===== src/rtl/wb_burst_master_pkg.sv =====
// rtl/wb_burst_master_pkg.sv - shared types and constants for the Wishbone burst master
package sdrctrl_package;

  typedef enum logic [1:0] {
    WAIT_INIT = 2'd0,
    IDLE      = 2'd1,
    BURST     = 2'd2,
    FINISH    = 2'd3
  } state_t;

  localparam logic [2:0] CTI_INCR = 3'b010;
  localparam logic [2:0] CTI_END  = 3'b111;

  localparam int DEF_AW = 26;
  localparam int DEF_DW = 32;

endpackage


===== src/rtl/wb_beat_counter.sv =====
// rtl/wb_beat_counter.sv - beat down-counter and byte-address incrementer for one burst
module wb_beat_counter
  import sdrctrl_package::*;
#(
  parameter int AW = DEF_AW,
  parameter int DW = DEF_DW
) (
  input  logic          clk,
  input  logic          rst_n,
  input  logic          load,
  input  logic [AW-1:0] load_addr,
  input  logic [7:0]    load_bl,
  input  logic          step,
  output logic [AW-1:0] addr,
  output logic          last
);

  localparam logic [AW-1:0] STRIDE = AW'(DW / 8);

  logic [7:0] remaining;

  // Address addition is AW bits wide, so it wraps at the top of the space.
  always_ff @(posedge clk or negedge rst_n) begin
    if (!rst_n) begin
      addr      <= '0;
      remaining <= '0;
    end else if (load) begin
      addr      <= load_addr;
      remaining <= load_bl;
    end else if (step) begin
      addr      <= addr + STRIDE;
      remaining <= remaining - 8'd1;
    end
  end

  assign last = (remaining == 8'd1);

endmodule


===== src/rtl/wb_burst_master.sv =====
// rtl/wb_burst_master.sv - command-driven Wishbone incrementing-burst master gated by SDRAM init
module wb_burst_master
  import sdrctrl_package::*;
#(
  parameter int AW     = DEF_AW,
  parameter int DW     = DEF_DW,
  parameter int TO_MAX = 255
) (
  input  logic            sys_clk,
  input  logic            RESETN,
  input  logic            sdr_init_done,
  input  logic            cmd_valid,
  output logic            cmd_ready,
  input  logic [AW-1:0]   cmd_addr,
  input  logic            cmd_we,
  input  logic [7:0]      cmd_bl,
  input  logic            wdat_valid,
  output logic            wdat_ready,
  input  logic [DW-1:0]   wdat,
  output logic            rdat_valid,
  output logic [DW-1:0]   rdat,
  output logic            wb_cyc_i,
  output logic            wb_stb_i,
  output logic            wb_we_i,
  output logic [AW-1:0]   wb_addr_i,
  output logic [DW-1:0]   wb_dat_i,
  output logic [DW/8-1:0] wb_sel_i,
  output logic [2:0]      wb_cti_i,
  input  logic            wb_ack_o,
  input  logic [DW-1:0]   wb_dat_o,
  output logic            busy,
  output logic            done,
  output logic            err
);

  localparam int TW = $clog2(TO_MAX + 1);
  localparam logic [TW-1:0] TO_LIM = TW'(TO_MAX - 1);

  state_t        state, state_nxt;
  logic          we_q, held, abort_q;
  logic [DW-1:0] wdat_q;
  logic [TW-1:0] to_cnt;
  logic          cmd_fire, wdat_fire, ack_ok, timeout, last;

  wb_beat_counter #(.AW(AW), .DW(DW)) u_beat_counter (
    .clk       (sys_clk),
    .rst_n     (RESETN),
    .load      (cmd_fire),
    .load_addr (cmd_addr),
    .load_bl   (cmd_bl),
    .step      (ack_ok),
    .addr      (wb_addr_i),
    .last      (last)
  );

  assign cmd_ready  = (state == IDLE) && sdr_init_done;
  assign cmd_fire   = cmd_valid && cmd_ready;
  assign wb_cyc_i   = (state == BURST);
  // Writes only strobe with a beat in hand; reads strobe for the whole burst.
  assign wb_stb_i   = wb_cyc_i && (we_q ? held : 1'b1);
  assign wb_we_i    = wb_cyc_i && we_q;
  assign wb_sel_i   = {(DW/8){wb_cyc_i}};
  assign wb_cti_i   = wb_cyc_i ? (last ? CTI_END : CTI_INCR) : 3'b000;
  assign wb_dat_i   = wdat_q;
  assign wdat_ready = wb_cyc_i && we_q && !held;
  assign wdat_fire  = wdat_valid && wdat_ready;
  assign ack_ok     = wb_stb_i && wb_ack_o;
  assign timeout    = wb_stb_i && !wb_ack_o && (to_cnt == TO_LIM);
  assign busy       = (state == BURST) || (state == FINISH);
  assign done       = (state == FINISH) && !abort_q;
  assign err        = (state == FINISH) && abort_q;

  always_comb begin
    state_nxt = state;
    case (state)
      WAIT_INIT: if (sdr_init_done) state_nxt = IDLE;
      IDLE:      if (cmd_fire) state_nxt = (cmd_bl != 8'd0) ? BURST : FINISH;
      BURST:     if ((ack_ok && last) || timeout) state_nxt = FINISH;
      FINISH:    state_nxt = IDLE;
      default:   state_nxt = WAIT_INIT;
    endcase
  end

  always_ff @(posedge sys_clk or negedge RESETN) begin
    if (!RESETN) begin
      state      <= WAIT_INIT;
      we_q       <= 1'b0;
      held       <= 1'b0;
      abort_q    <= 1'b0;
      wdat_q     <= '0;
      to_cnt     <= '0;
      rdat_valid <= 1'b0;
      rdat       <= '0;
    end else begin
      state      <= state_nxt;
      rdat_valid <= ack_ok && !we_q;
      if (ack_ok && !we_q) rdat <= wb_dat_o;

      // A zero-length command is reported through the same abort flag as a timeout.
      if (cmd_fire) begin
        we_q    <= cmd_we;
        abort_q <= (cmd_bl == 8'd0);
      end else if (timeout) begin
        abort_q <= 1'b1;
      end

      if (cmd_fire || ack_ok || timeout) held <= 1'b0;
      else if (wdat_fire) held <= 1'b1;
      if (wdat_fire) wdat_q <= wdat;

      if (cmd_fire || ack_ok) to_cnt <= '0;
      else if (wb_stb_i) to_cnt <= to_cnt + TW'(1);
    end
  end

endmodule


===== config.mk =====
export PLATFORM = sky130hd
export DESIGN_NAME = wb_burst_master
export DESIGN_NICKNAME = d
export VERILOG_FILES = /design/src/rtl/wb_burst_master_pkg.sv /design/src/rtl/wb_beat_counter.sv /design/src/rtl/wb_burst_master.sv
export SDC_FILE = /design/constraint.sdc
export NUM_CORES = 1
export LEC_CHECK = 0
export BUFFER_PORTS_ARGS = -buffer_cell sky130_fd_sc_hd__buf_2
export CAP_MARGIN = 20
export CORE_ASPECT_RATIO = 1.4
export CORE_UTILIZATION = 26
export CTS_BUF_LIST = sky130_fd_sc_hd__clkbuf_8 sky130_fd_sc_hd__clkbuf_16
export DETAILED_ROUTE_END_ITERATION = 12
export SKIP_LAST_GASP = 1
export SLEW_MARGIN = 20
export SYNTH_ARGS = -nofsm -noshare
export SYNTH_HDL_FRONTEND = slang
export SYNTH_SLANG_ARGS = --single-unit

===== constraint.sdc =====
create_clock -name sys_clk -period 2.87 [get_ports sys_clk]
set_clock_uncertainty 0.2 [all_clocks]
set_input_delay 0.574 -clock sys_clk [delete_from_list [all_inputs] [get_ports sys_clk]]
set_output_delay 0.574 -clock sys_clk [all_outputs]
set_load 0.01 [all_outputs]

==> summary.md <==
| Metric | Value |
|---|---|
| Status | finished, final reports clean |
| Number of clock sinks | 112 |
| Worst VDD drop | 0.000423 V |
| Crit path DAT | 1710 ps |
| Worst slew pin tran | 628 ps |
| Mapped Area | 5060 sq um |
| Worst setup EP type | primary output |
| Min-Delay Startpoint | cmd_we |
| Initial DRC count | 135 |
| Routability cong. | 0.761 |
| WHS Path Cells | 3 |
| Pre-Repair DR Iteration Count | 4 |
| Core Area | 19100 sq um |
| Pins over their slew limit | 0 |
| Clock Latency Late Sink | 350 ps |
| Unrepaired setup endpoints after global routing | false |
| WL met2 | 6010 um |
| Syn Inst Count | 439 |
| GRT Total Usage | 13.1% |
| Largest net degree at the start of global routing | 47 |
| Placed cell area | 6420 sq um |
| CTS tree | done |
| Core Util, Final | 35.3% |
| Critical path cell sequence | inv_1 -> ha_1 -> buf_4 -> or2_2 -> buf_2 |
| Met3 routed wirelength | 1080 um |
| Pwr Density | 1010 nW/um^2 |
| Clock power frac | 20.3% |
| Seq cells post-synth | 112 |
| Number of I/O pins | 211 |
| First-pass GRT wire length | 20400 um |
| Worst hold slack | 209 ps |
| Number of flops mapped to enable cells by yosys | 0 |
| Initial antenna violation count | 0 |
| Setup CP Type | reg2out |
| Reg2reg setup slack | 620 ps |
| Final Cycle Share | 86.6% |
| Top_reg_cell synth | dfrtp_1 |
| Minimum clock period | 2490 ps |
| Top layer in use | met4 |
| DRT met1 WL | 5240 um |
| Post-synth top area share | 55.3% |
| Commonest cells in the netlist | dfrtp_1 (112), mux2_2 (65), nand2_1 (53) |
| Relative slew slack | 58.2% |
| Ant. Diodes | 0 |
| Final layout net count | 765 |
| Vias | 3985 |
| Hold EP | we_q |
| R2R cell count | 7 |
| CP delay by family, top | buffers and inverters |
| Startpoint types | flip-flop |
| Sequential Power Share | 41.4% |
| Routed vias/inst | 4.41 |
| Fillcell total | 1966 |
| CP max stage delay | 380 ps |
| Clock transition at path regs | 70 ps |
| Setup TNS | 0 ps |
| Hold crit path type | in2reg |
| Setup violators final | 0 |
| Detail Route Antenna Nets | 0 |
| Switching part of the total power | 35.6% |
| Vias in the first global route | 4056 |
| Port buffer count | 210 |
| Layout cells sized above 1 | 47.6% |
| Total die area | 20000 sq um |
| Critical path fanouts, max | 10 |
| Asr flop ratio synth | 100% |
| Site row count | 60 |
| Sequential area share after synthesis | 55.3% |
| DP HPWL | 9470 um |
| Avg Inst Size Synth | 11.5 sq um |
| Synth Net Count | 553 |
| Num CTS Buffers | 9 |
| Most frequent cell after synthesis | dfrtp_1 |
| Root buffer cell | clkbuf_16 |
| Starting Density | 26.5% |
| Final instance area | 6770 sq um |
| Synth area leaders | dfrtp_1 (55%), mux2_2 (14%), xor2_1 (4.0%), nand2_1 (3.9%), ha_1 (2.2%) |
| R2R Path End | wb_dat_i[6] |
| Layout Area Growth over Synthesis | 33.6% |
| Hold Vio Cnt, Final | 0 |
| Unique masters post-synth | 36 |
| P_int | 4.41 mW |
| Net Switching | 2.44 mW |
| Synth area leader | dfrtp_1 |
| Global route overflow | 0 |
| Die Ht | 167 um |
| Max Freq | 0.402 GHz |
| Residual DRC count | 0 |
| RR Startpoint | state[0] |
| Max H-tree Level | 3 |
| Worst Path Required | 2100 ps |
| Max Cap Viol | 0 |
| Setup Buffers After CTS | 0 |
| Buf/Inv on CP | 3 |
| Average wire per standard cell | 13.9 um |
| Slowest-stage cell, CP | dfrtp_1 |
| Lkg Pwr | 3.26 nW |
| Die width | 120 um |
| Routed WL | 12600 um |
| Yosys Warn Count | 0 |
| Gate power share | 38.3% |
| Clock buffer depth | 2 |
==> per-layer routing <==
metal / track usage (%) / up-vias
met5: 0 / -
met1: 15.1 / 1876
met2: 22.1 / 169
met3: 4.12 / 15
li1: - / 1925
met4: 5.54 / 0
==> power groups by stage <==
stage / clock network [mW] / logic, mW / registers, mW
after floorplan: 0 / 1.32 / 3.10
after global placement: 0 / 2.63 / 2.84
after CTS: 1.45 / 2.67 / 2.84
after global routing: 1.50 / 2.91 / 2.94
after detailed placement: 0 / 2.66 / 2.86
final: 1.39 / 2.62 / 2.83
==> registers in the layout (all words and copies together), names as in the netlist <==
name,flops
wb_dat_i,32
rdat_valid,1
state,2
to_cnt,8
held,1
abort_q,1
we_q,1
u_beat_counter.remaining,8
u_beat_counter.addr,26
rdat,32
==> placed cells by master, fill, tap and decap left out, types with 10 or more instances in the layout <==
cell type,n
xnor2_1,11
o21ai_1,10
nor2_1,19
buf_2,209
mux2_2,65
buf_4,12
nand4_1,10
xor2_1,23
nand3_1,17
dfrtp_1,112
nand2_1,53
o21ai_0,22
inv_1,11
==> metrics by stage <==
step,power [mW],setup slack (ps),cells
after floorplan,4.41,486,439
after global placement,5.47,652,887
after detailed placement,5.52,619,887
after CTS,6.96,356,904
after global routing,7.35,286,904
final,6.84,384,904
==> what timing repair did <==
item | CTS | global route
hold endpoints to repair | 21 | 0
hold buffers | 1 | 0
gates resized for setup | 0 | 0
==> kinds of logic after synthesis <==
logic type	share of synthesized area, %
muxes	14.5
AOI/OAI and AO/OA	4.72
adders and majority gates	2.22
xor gates and xnor gates	5.88
buffers and inverters	3.06
and+or+nand+nor	14.3
DFF	55.3
==> tightest hold or removal path, stage by stage <==
cell	delay [ps]
buf_2	70
nand2_1	40
nand2_1	40
==> worst max path at each step <==
stage,startpoint,slack [ps],endpoint,cells after the start
after floorplan,state[0],490,u_beat_counter.addr[25],8
after global placement,state[0],650,wb_dat_i[18],7
after detailed placement,state[0],620,wb_dat_i[14],7
after CTS,state[0],360,busy,5
after global routing,state[0],290,wb_stb_i,5
final,state[0],380,busy,5
==> area by class of cell <==
cell class              instances  area, sq um  area share (%)
flip-flops and latches        112         2800            41.4
multi-input cells             294         2110            31.3
repair buffers                223         1170            17.2
well taps                     248          310            4.59
clock buffers                  10          239            3.53
clock inverters                 6         91.3            1.35
inverters                      11         41.3           0.610
Note: power is estimated with default switching activity, not from simulation.
